**config.mk**
```make
export PLATFORM = sky130hd
export DESIGN_NAME = exe_unit
export DESIGN_NICKNAME = d
export VERILOG_FILES = /design/src/rtl/exe_unit.sv
export SDC_FILE = /design/constraint.sdc
export NUM_CORES = 1
export LEC_CHECK = 0
export CAP_MARGIN = 10
export CORE_ASPECT_RATIO = 0.9
export CORE_MARGIN = 2
export CORE_UTILIZATION = 63
export DETAILED_ROUTE_END_ITERATION = 8
export PLACE_DENSITY = 0.84
export SLEW_MARGIN = 10
export SYNTH_ARGS = -nofsm -noshare
export SYNTH_HDL_FRONTEND = slang
export SYNTH_SLANG_ARGS = --single-unit
```
**constraint.sdc**
```tcl
create_clock -name i_clk -period 1.4 [get_ports i_clk]
set_clock_uncertainty 0.15 [all_clocks]
set_input_delay 0.21 -clock i_clk [delete_from_list [all_inputs] [get_ports i_clk]]
set_output_delay 0.21 -clock i_clk [all_outputs]
set_load 0.01 [all_outputs]
```
**src/rtl/exe_unit.sv**
```systemverilog
// Single-cycle registered ALU: arithmetic, logic, shift and compare ops with OF/BF/PF/VF flags.
// Optional rotate-left (opcode 9) is built only when EXE_UNIT_ROTATE_EN is defined.
module exe_unit #(
  parameter int BITS = 8,
  parameter int N    = 4
) (
  input  logic            i_clk,
  input  logic            i_rst_n,
  input  logic [BITS-1:0] i_argA,
  input  logic [BITS-1:0] i_argB,
  input  logic [N-1:0]    i_oper,
  output logic [BITS-1:0] o_result,
  output logic            o_OF,
  output logic            o_BF,
  output logic            o_PF,
  output logic            o_VF
);

  localparam int SH  = $clog2(BITS);
  localparam int MSB = BITS - 1;

  localparam logic [3:0] OP_ADD = 4'd0;
  localparam logic [3:0] OP_SUB = 4'd1;
  localparam logic [3:0] OP_AND = 4'd2;
  localparam logic [3:0] OP_OR  = 4'd3;
  localparam logic [3:0] OP_XOR = 4'd4;
  localparam logic [3:0] OP_NOT = 4'd5;
  localparam logic [3:0] OP_SHL = 4'd6;
  localparam logic [3:0] OP_SHR = 4'd7;
  localparam logic [3:0] OP_SAR = 4'd8;
  localparam logic [3:0] OP_ROL = 4'd9;
  localparam logic [3:0] OP_INC = 4'd10;
  localparam logic [3:0] OP_DEC = 4'd11;
  localparam logic [3:0] OP_MIN = 4'd12;
  localparam logic [3:0] OP_MAX = 4'd13;
  localparam logic [3:0] OP_SLT = 4'd14;

  logic [3:0]      op4;
  logic            hi_op;
  logic [SH-1:0]   amt;
  logic            lt;
  logic [BITS:0]   add_w;
  logic [BITS:0]   sub_w;
  logic [BITS:0]   inc_w;
  logic [BITS:0]   dec_w;
  logic [BITS-1:0] res;
  logic            of;
  logic            bf;
  logic            vf;
  logic            pf;

  assign op4 = i_oper[3:0];
  assign amt = i_argB[SH-1:0];
  assign lt  = $signed(i_argA) < $signed(i_argB);

  // Opcode bits above the low nibble only ever select reserved encodings.
  generate
    if (N > 4) begin : g_hi_op
      assign hi_op = |i_oper[N-1:4];
    end else begin : g_no_hi_op
      assign hi_op = 1'b0;
    end
  endgenerate

  assign add_w = {1'b0, i_argA} + {1'b0, i_argB};
  assign sub_w = {1'b0, i_argA} - {1'b0, i_argB};
  assign inc_w = {1'b0, i_argA} + (BITS+1)'(1);
  assign dec_w = {1'b0, i_argA} - (BITS+1)'(1);

`ifdef EXE_UNIT_ROTATE_EN
  logic [2*BITS-1:0] rot_w;
  assign rot_w = {i_argA, i_argA} << amt;
`endif

  always_comb begin
    res = '0;
    of  = 1'b0;
    bf  = 1'b0;
    vf  = 1'b1;
    case (op4)
      OP_ADD: begin
        {bf, res} = add_w;
        of = (i_argA[MSB] == i_argB[MSB]) && (add_w[MSB] != i_argA[MSB]);
      end
      OP_SUB: begin
        {bf, res} = sub_w;
        of = (i_argA[MSB] != i_argB[MSB]) && (sub_w[MSB] != i_argA[MSB]);
      end
      OP_AND: res = i_argA & i_argB;
      OP_OR:  res = i_argA | i_argB;
      OP_XOR: res = i_argA ^ i_argB;
      OP_NOT: res = ~i_argA;
      OP_SHL: res = i_argA << amt;
      OP_SHR: res = i_argA >> amt;
      OP_SAR: res = $signed(i_argA) >>> amt;
`ifdef EXE_UNIT_ROTATE_EN
      OP_ROL: res = rot_w[2*BITS-1:BITS];
`else
      OP_ROL: vf = 1'b0;
`endif
      OP_INC: begin
        {bf, res} = inc_w;
        of = (i_argA == {1'b0, {(BITS-1){1'b1}}});
      end
      OP_DEC: begin
        {bf, res} = dec_w;
        of = (i_argA == {1'b1, {(BITS-1){1'b0}}});
      end
      OP_MIN: res = lt ? i_argA : i_argB;
      OP_MAX: res = lt ? i_argB : i_argA;
      OP_SLT: res = {{(BITS-1){1'b0}}, lt};
      default: vf = 1'b0;
    endcase
    if (hi_op) vf = 1'b0;
    if (!vf) begin
      res = '0;
      of  = 1'b0;
      bf  = 1'b0;
    end
  end

  assign pf = vf & ~^res;

  always_ff @(posedge i_clk or negedge i_rst_n) begin
    if (!i_rst_n) begin
      o_result <= '0;
      o_OF     <= 1'b0;
      o_BF     <= 1'b0;
      o_PF     <= 1'b0;
      o_VF     <= 1'b0;
    end else begin
      o_result <= res;
      o_OF     <= of;
      o_BF     <= bf;
      o_PF     <= pf;
      o_VF     <= vf;
    end
  end

endmodule

```
==> results.cfg, run 1 <==
[cts]
cts.sinks = 12
clockRootBuffer = clkbuf_8
htree_levels = 1
cts_buffer_depth = 2
ctsHoldBuffers = 0
ctsResizeCount = 117
cts_made_buffers = 3
post_cts_buffers = 15

[floorplanning]
fp-row-count = 24
ios = 34
die_y_um = 70
initial_core_util = 0.643
die_x_um = 77.3

[logic_synthesis]
syn_avg_cell_area_um2 = 7.07
syn_nets = 484
synth-edff-count = 0
synth_warnings = 0
netlist_area_um2 = 3050
ys_ff_latch = 12
ys_types = 71
synth_commonest_cells = nor2_1 (44), a21oi_1 (39), nand2_1 (38), ha_1 (29), clkbuf_1 (24)
yosysSeqAreaShare = 0.0985
synth_top_area_frac = 0.119
async_flop_share = 1.00
synth_area_leaders = ha_1 (12%), dfrtp_1 (9.8%), a21oi_1 (6.4%), mux2i_1 (6.2%), nor2_1 (5.4%)
synth_flop_cell = dfrtp_1
yosysMostFrequentCell = nor2_1
yosysTopAreaCell = ha_1
netlist_instances = 431

[placement]
dp_hpwl_mm = 12.9
gp_congestion = 1.10
portBuffers = 33
pre_cts_ws_ps = -2680

[status]
lastStage = 4_1_cts
status = did not finish
error = [ERROR DPL-0038] Utilization greater than 100%, impossible to legalize
## cell families after synthesis
family | Yosys count | synth area share
simple gates | 150 | 0.240
compound gates | 143 | 0.327
buf+inv | 62 | 0.0817
fa+ha+maj | 31 | 0.132
mux | 22 | 0.0734
flops | 12 | 0.0985
xor+xnor | 11 | 0.0472
## through the flow
step,std cells,instance area [um2],util
after detailed placement,644,4540,0.956
after global placement,644,4540,0.956
after floorplan,431,3190,-
==> run 2, diff against run 1 <==
CORE_ASPECT_RATIO = default   (was 0.9)
CORE_UTILIZATION = 40   (was 63)
PLACE_DENSITY = default   (was 0.84)
PLACE_DENSITY_LB_ADDON = 0.15   (was default)
==> results.cfg, run 2 <==
[logic_synthesis]
netlist_area_um2 = 3050
synth_compound_area_frac = 0.327
synth_warnings = 0
synth-adder-area-share = 0.132
yosysSeqAreaShare = 0.0985
ys_ff_latch = 12
yosysMostFrequentCell = nor2_1
synth.area.mux_share = 0.0735
synth_area_leaders = ha_1 (12%), dfrtp_1 (9.8%), a21oi_1 (6.4%), mux2i_1 (6.2%), nor2_1 (5.4%)
async_flop_share = 1.00
syn_avg_cell_area_um2 = 7.07
synth_commonest_cells = nor2_1 (44), a21oi_1 (39), nand2_1 (38), ha_1 (29), clkbuf_1 (24)
synth_top_area_frac = 0.119
synth_flop_cell = dfrtp_1
netlist_instances = 431
yosysTopAreaCell = ha_1
synth_top_family_by_area = compound AO/OA/AOI/OAI gates
yosys.area_share.simple = 0.240
syn_nets = 484
synth-edff-count = 0
ys_types = 71
synthXorXnorAreaFrac = 0.0472

[critical_path]
path_class = in -> reg
crit_path_frequent_cell = o21ba_4
cpLargestDelayFamily = compound AO/OA/AOI/OAI gates
required_ps = 1380
cp-start-kind = primary input
cp-end-kind = flip-flop
crit_start = i_argA[0]
worst-path-buf-inv = 3
cpPeakStageDelay_ps = 370
worstPathArrival_ps = 3290
worst_path_max_delay_cell = fa_2
path_cells = buf_8, inv_8, ha_4, fa_2, o21ba_4, o21ba_4, o311ai_4, o21ai_4, xnor2_4, buf_6, mux2i_2, o211ai_2, xnor2_2, xnor3_1, mux2_4
path_max_fanout = 4

[route]
wl_met2_mm = 6.95
drt-met1-wl_mm = 5.73
ant_nets = 0
wl_per_cell_um = 19.6
drc = 0
wl_met3_mm = 1.07
drt-pass1-iter-count = 5
drt_wl_total_mm = 14.3
drtIter0Drc = 360
avgViaCountPerCell = 5.93
via_count = 4326
highest_layer = met4

[floorplanning]
initial_core_util = 0.416
die_y_um = 91.3
die_x_um = 91.3
fp-row-count = 31
core-area_um2 = 7330
ios = 34
die_area_um2 = 8340

[sta]
fin_crit_ps = 3310
fin_ws_ps = -1910
setup_viol_count_final = 11
fin_tns_setup_ps = -14240
rsz0062_at_grt = true
worst_slew_pin_slew_ps = 568
report.final.hold_viol_count = 0
relSlewSlack = 0.617
fin_crit_sh = 2.37
fmax_mhz = 302
fin_hold_ws_ps = 158
maxSlewViolCount = 0

[placement]
gp_congestion = 1.02
dp_hpwl_mm = 10.4
dpl.cell_count = 690
portBuffers = 33

[grt]
grt_max_degree = 28
track_usage = 0.327
antenna_found_initial = 0
grt_pass1_vias = 4161
grt_first_pass_wirelength_mm = 21.5
grt.overflow.total = 0

[final_layout]
largest_reg_flops = 8
drive_gt1_frac = 0.471
stdcell_count = 729
top_register = o_result
fin_nets = 684
syn2layout_area_growth_pct = 78.4
layout_commonest_cell = buf_4
most-common-layout-cells = buf_4 (171), nor2_1 (42), nand2_1 (35), a21oi_1 (33), buf_6 (27)
fin_util = 0.742
antenna_cells = 0

[cts]
cts_made_buffers = 3
clockRootBuffer = clkbuf_8
cts_tree = done
ctsHoldBuffers = 0
cts.sinks = 12
htree_levels = 1
clk_pin_slew_ps = 50
cts_buffer_depth = 2

[min_path]
hp-class = in -> async

[status]
failed_checks = negative setup slack
status = finished with violations

[flow_run]
max_cap_violations = 0

[power_and_ir_drop]
p_leak_nw = 2.51
cellPowerDensity_nw_per_um2 = 558
max-vdd-ir-drop_uv = 383
==> run 2: cell counts after synthesis <==
No cell type changed its count.
==> run 2: per-layer routing <==
layer | GRT usage | vias up
li1 | - | 2006
met1 | 0.433 | 2024
met2 | 0.553 | 248
met3 | 0.0183 | 48
met4 | 0.133 | 0
met5 | 0 | -
==> run 2: worst paths after layout <==
| check | cells past startpoint | slack [ps] | to |
|---|---|---|---|
| worst max-delay path | 15 | -1910 | o_PF |
| worst min-delay path | 1 | 160 | o_result[0] |
| max in group asynchronous | 1 | 600 | o_result[3] |
| min in group i_clk | 5 | 440 | o_OF |
==> run 2: timing repair <==
action,in CTS,in global routing
gates resized for setup,136,44
cloned,1,0
setup endpoints to repair,24,12
setup buffers,21,19
pin swaps,33,29
==> run 2: cell type report <==
| type | count | area [um2] |
|---|---|---|
| clock buffer | 4 | 55.1 |
| inverter | 26 | 120 |
| sequential | 12 | 300 |
| fill | 535 | 1890 |
| timing repair buffer | 231 | 1930 |
| multi-input combinational | 357 | 2910 |
| tap | 99 | 124 |
==> run 2: where the power goes <==
group	internal [mW]	switching, mW	total (mW)
Clock	0.248	0.122	0.370
Combinational	1.20	1.06	2.26
Sequential	0.401	0.00939	0.411
Total	1.84	1.19	3.04
==> run 2: logic make-up after synthesis <==
| group | count (synthesis) |
|---|---|
| AOI/OAI and AO/OA | 143 |
| muxes | 22 |
| DFF | 12 |
| buffers and inverters | 62 |
| adders and majority gates | 31 |
| and+or+nand+nor | 150 |
| xor gates and xnor gates | 11 |
==> run 2: through the flow <==
stage               worst slack [ps]  total power [mW]  instance area (um2)
finish                         -1910              3.04                 5440
global route                   -1980              3.20                 5440
CTS                            -1920              2.79                 5150
detailed placement             -2560              2.20                 4670
global placement               -2510              2.17                 4670
floorplan                      -1960              1.35                 3190
Note: power is estimated with default switching activity, not from simulation.
==> RTL edit 1, RTL diff (settings of run 2) <==
Remove the case item `OP_SHL` of the case on `op4`.
--- a/src/rtl/exe_unit.sv
+++ b/src/rtl/exe_unit.sv
@@ -90,7 +90,6 @@
       OP_OR:  res = i_argA | i_argB;
       OP_XOR: res = i_argA ^ i_argB;
       OP_NOT: res = ~i_argA;
-      OP_SHL: res = i_argA << amt;
       OP_SHR: res = i_argA >> amt;
       OP_SAR: res = $signed(i_argA) >>> amt;
 `ifdef EXE_UNIT_ROTATE_EN
Check against the original RTL: not equivalent (a bounded check fails within 4 cycles, from zero or initial values and one cycle with i_rst_n low).
==> RTL edit 1 against run 2 <==
The flow still finishes with violations (negative setup slack). Sequential cell count did not move. Setup slack improved by 0.13 ns. Highest routed layer unchanged. Synthesized area fell by 6.1%. Cell count fell by 13%. Largest cell class unchanged. Wire length fell by 23%. Count of clock-buffer cells in the layout did not move. Total power fell by 12%. Cell area fell by 12%. First-iteration DRC count rose by 5.0%. Combinational power fell by 16%.
==> RTL edit 1: results (changes against run 2) <==
Critical Path Max Stage Delay -> 0.47 ns (+0.10 ns)
Arr. time, crit path -> 3.16 ns (-0.13 ns)
Status -> complete, but fails checks
Placer congestion estimate -> 0.916 (-9.9%)
Slew headroom -> 0.671 (+0.0546)
Worst path slowest cell -> or4_4
Via density -> 5.73 (-3.4%)
WL/cell -> 17.5 um (-11%)
Pre-CTS setup slack -> -2.51 ns (+0.0544 ns)
Mux contribution to synthesized area -> 0.0917 (+0.0183)
Final TNS setup -> -12.46 ns (+1.78 ns)
Placed instance count -> 607 (-12%)
Met1 usage -> 0.371 (-0.0621)
HPWL after DPL -> 8.66 mm (-17%)
Failing checks -> negative setup slack
Syn Inst Count -> 363 (-16%)
Complex-gate fraction of the synthesized area -> 0.299 (-0.0278)
Smallest hold slack -> 0.154 ns (-0.00434 ns)
Final #Nets -> 588 (-14%)
Area contributors post-synth -> ha_1, dfrtp_1, mux2i_1, xnor2_1, nand2_1
# fillers -> 591 (+10%)
Post-synthesis adder-cell area fraction -> 0.132 (-0.000194)
Worst Slack Setup Final -> -1.78 ns (+0.131 ns)
Initial drt markers -> 378 (+5.0%)
Combinational cell power -> 0.00190 W (-16%)
Largest net degree at the start of global routing -> 20 (-29%)
Via count -> 3623 (-16%)
Final setup vio count -> 12 (+1)
Max rail drop VDD -> 0.258 mV (-33%)
LEAKAGE -> 2.11 nW (-16%)
Synth Area in XOR/XNOR -> 0.0577 (+0.0105)
Final Power -> 0.00269 W (-12%)
M2 GR Usage -> 0.519 (-0.0336)
GRT met3 Usage -> 0.0224 (+0.00413)
Share of cells above drive strength 1 -> 0.491 (+0.0192)
Placed inst area -> 4330 sq um (-7.3%)
==> RTL edit 1: cell count changes after synthesis, sizes merged, moves of 8 or more <==
| cell | change |
|---|---|
| nand2 | -9 |
| clkbuf | -14 |
| o21ai | -12 |
| nor2 | -17 |
| buf | +8 |
| a211oi | -9 |
| a21oi | -20 |
==> RTL edit 1: layout make-up <==
cell class,count,share of cell area
well taps,96,0.0251
inverters,23,0.0225
multi-input cells,298,0.546
clock buffers,4,0.0115
repair buffers,199,0.332
flip-flops and latches,12,0.0628
==> RTL edit 1: repair_timing <==
action | 4_1_cts | 5_1_grt
setup endpoints to repair | 24 | 12
pin swaps | 32 | 12
gates cloned | 1 | 0
buffers inserted | 19 | 1
resized for setup | 113 | 14
==> RTL edit 1: worst max-delay path by stage <==
stage / from / end / slack (ns)
floorplan: i_argA[0] / o_PF / -1.81
global placement: i_argA[0] / o_PF / -2.42
detailed placement: i_argA[0] / o_PF / -2.51
CTS: i_argA[0] / o_PF / -1.99
global route: i_argA[0] / o_PF / -1.86
finish: i_argA[0] / o_PF / -1.78
==> RTL edit 1: logic make-up (layout without fill, tap and decap cells) <==
family          Yosys count  in the layout
xor+xnor                 18             18
compound gates          108            108
buf+inv                  53            226
simple gates            121            121
fa+ha+maj                29             29
mux                      22             22
flops                    12             12
==> RTL edit 1: layer usage <==
metal | share of wire | up-vias
met5 | 0 | -
met1 | 0.42 | 1715
met3 | 0.071 | 27
met4 | 0.028 | 0
met2 | 0.49 | 167
li1 | - | 1714
==> RTL edit 1: worst max-delay path: cells and delay by family <==
family	cells	cell delay, ns
AO/OA/AOI/OAI	3	0.66
AND/OR/NAND/NOR	3	0.66
multiplexers	2	0.55
adder cells (fa/ha/maj)	2	0.54
XOR/XNOR	2	0.35
buffers and inverters	2	0.18
==> RTL edit 2, RTL diff (settings of run 2) <==
Made on the original files. Build with the macro `EXE_UNIT_ROTATE_EN` defined.
--- a/src/rtl/exe_unit.sv
+++ b/src/rtl/exe_unit.sv
@@ -1,5 +1,7 @@
 // Single-cycle registered ALU: arithmetic, logic, shift and compare ops with OF/BF/PF/VF flags.
 // Optional rotate-left (opcode 9) is built only when EXE_UNIT_ROTATE_EN is defined.
+`define EXE_UNIT_ROTATE_EN
+
 module exe_unit #(
   parameter int BITS = 8,
   parameter int N    = 4
Behaviour: not the same (a bounded check fails within 4 cycles, from zero or initial values and one cycle with i_rst_n low).
==> RTL edit 2 against run 2 <==
Sequential cell count unchanged. Total power decreased by 6.1%. Wire length decreased by 8.7%. Non-clock buffer count decreased by 7. Critical path depth unchanged. Setup slack improved by 0.25 ns. Maximum frequency increased by 8.3%. The flow still finishes with violations (negative setup slack). Die area increased by 3.1%. Global-route usage decreased by 2.3 points. Synthesized area increased by 3.3%. Utilization decreased by 4.7 points. Cell area decreased by 1.7%.
==> RTL edit 2: results (changes against run 2) <==
Worst Tran Pin Value -> 0.501 ns (-0.0670 ns)
Worst path slowest cell -> or3_4
Yosys cell types -> 75 (+5.6%)
HPWL after DPL -> 10.3 mm (-0.63%)
Aggregate routed wire length -> 13.1 mm (-8.7%)
Smallest hold slack -> 0.150 ns (-0.00837 ns)
Worst Slack Setup Final -> -1.66 ns (+0.253 ns)
Via density -> 5.79 (-2.5%)
Final setup vio count -> 11 (unchanged)
Max rail drop VDD -> 0.230 mV (-40%)
Syn Inst Count -> 393 (-8.8%)
Arr. time, crit path -> 3.03 ns (-0.26 ns)
All-Layer GR Usage -> 0.304 (-0.0227)
Status -> complete, but fails checks
Failing checks -> negative setup slack
LEAKAGE -> 2.39 nW (-4.6%)
Initial drt markers -> 248 (-31%)
Final #Nets -> 641 (-6.3%)
Most frequent cells after synthesis -> ha_1, a21oi_1, nand2_1, nor2_1, inv_1
Placed instance count -> 664 (-3.8%)
Placer congestion estimate -> 0.992 (-2.4%)
Crit Path Max Fanout -> 5 (+1)
Vias in the first global route -> 3886 (-6.6%)
Switching pwr -> 0.00110 W (-7.5%)
1st-pass router iterations -> 4 (-1)
Largest net degree at the start of global routing -> 20 (-29%)
RTL edit 2: cell count changes after synthesis, moves of 10 or more:
cell	change
xnor2_1	+10
nand2_1	-10
a21oi_1	-10
clkbuf_1	-10
nor2_1	-16
a211oi_1	-11
RTL edit 2: through the flow:
step           area (sq um)  power (W)  setup slack, ns  TNS (ns)
2_1_floorplan          3290    0.00141            -1.79    -12.04
3_3_place_gp           4760    0.00220            -2.32    -20.25
3_5_place_dp           4760    0.00221            -2.35    -20.43
4_1_cts                5160    0.00273            -1.69    -12.59
5_1_grt                5350    0.00303            -1.74    -13.09
6_report               5350    0.00285            -1.66    -12.45
RTL edit 2: metal layers:
| metal | up-vias | track usage | share of wire |
|---|---|---|---|
| met5 | - | 0 | 0 |
| met4 | 0 | 0.125 | 0.034 |
| met3 | 26 | 0.0163 | 0.052 |
| met2 | 151 | 0.521 | 0.48 |
| met1 | 1939 | 0.399 | 0.43 |
| li1 | 1865 | - | - |
RTL edit 2: repair_timing:
item	in CTS	in global routing
hold buffers	0	0
buffers inserted	20	8
pin swaps	34	30
endpoints found under the setup margin	24	12
gates resized for setup	125	39
RTL edit 2: worst paths after layout:
check / depth (start not counted) / start / to
max in group asynchronous: 1 / i_rst_n / o_OF
min in group i_clk: 4 / i_argB[2] / o_result[1]
max: 15 / i_argA[0] / o_PF
min: 1 / i_rst_n / o_result[1]
RTL edit 2: cell families after synthesis:
| kind of cell | share of synthesized area |
|---|---|
| fa+ha+maj | 0.132 |
| flops | 0.0954 |
| xor+xnor | 0.0596 |
| buf+inv | 0.106 |
| simple gates | 0.211 |
| mux | 0.122 |
| compound gates | 0.275 |
RTL edit 2: final cells by class:
type	count	area, sq um
Clock buffer	4	55.1
Fill cell	647	2340
Inverter	24	110
Multi-Input combinational cell	322	2910
Sequential cell	12	300
Tap cell	102	128
Timing Repair Buffer	224	1850
RTL edit 2: worst max-delay path: cells and delay by family:
family	cells	cell delay, ns
multiplexers	2	0.25
AO/OA/AOI/OAI	2	0.48
XOR/XNOR	2	0.42
buffers and inverters	3	0.27
AND/OR/NAND/NOR	4	0.91
adder cells (fa/ha/maj)	2	0.51
RTL edit 2: power by group through the flow:
stage / Combinational (W) / Sequential, W / Clock (W)
finish: 0.00207 / 0.000411 / 0.000373
global route: 0.00221 / 0.000417 / 0.000409
CTS: 0.00194 / 0.000412 / 0.000378
detailed placement: 0.00179 / 0.000420 / 0
global placement: 0.00177 / 0.000421 / 0
floorplan: 0.000957 / 0.000452 / 0
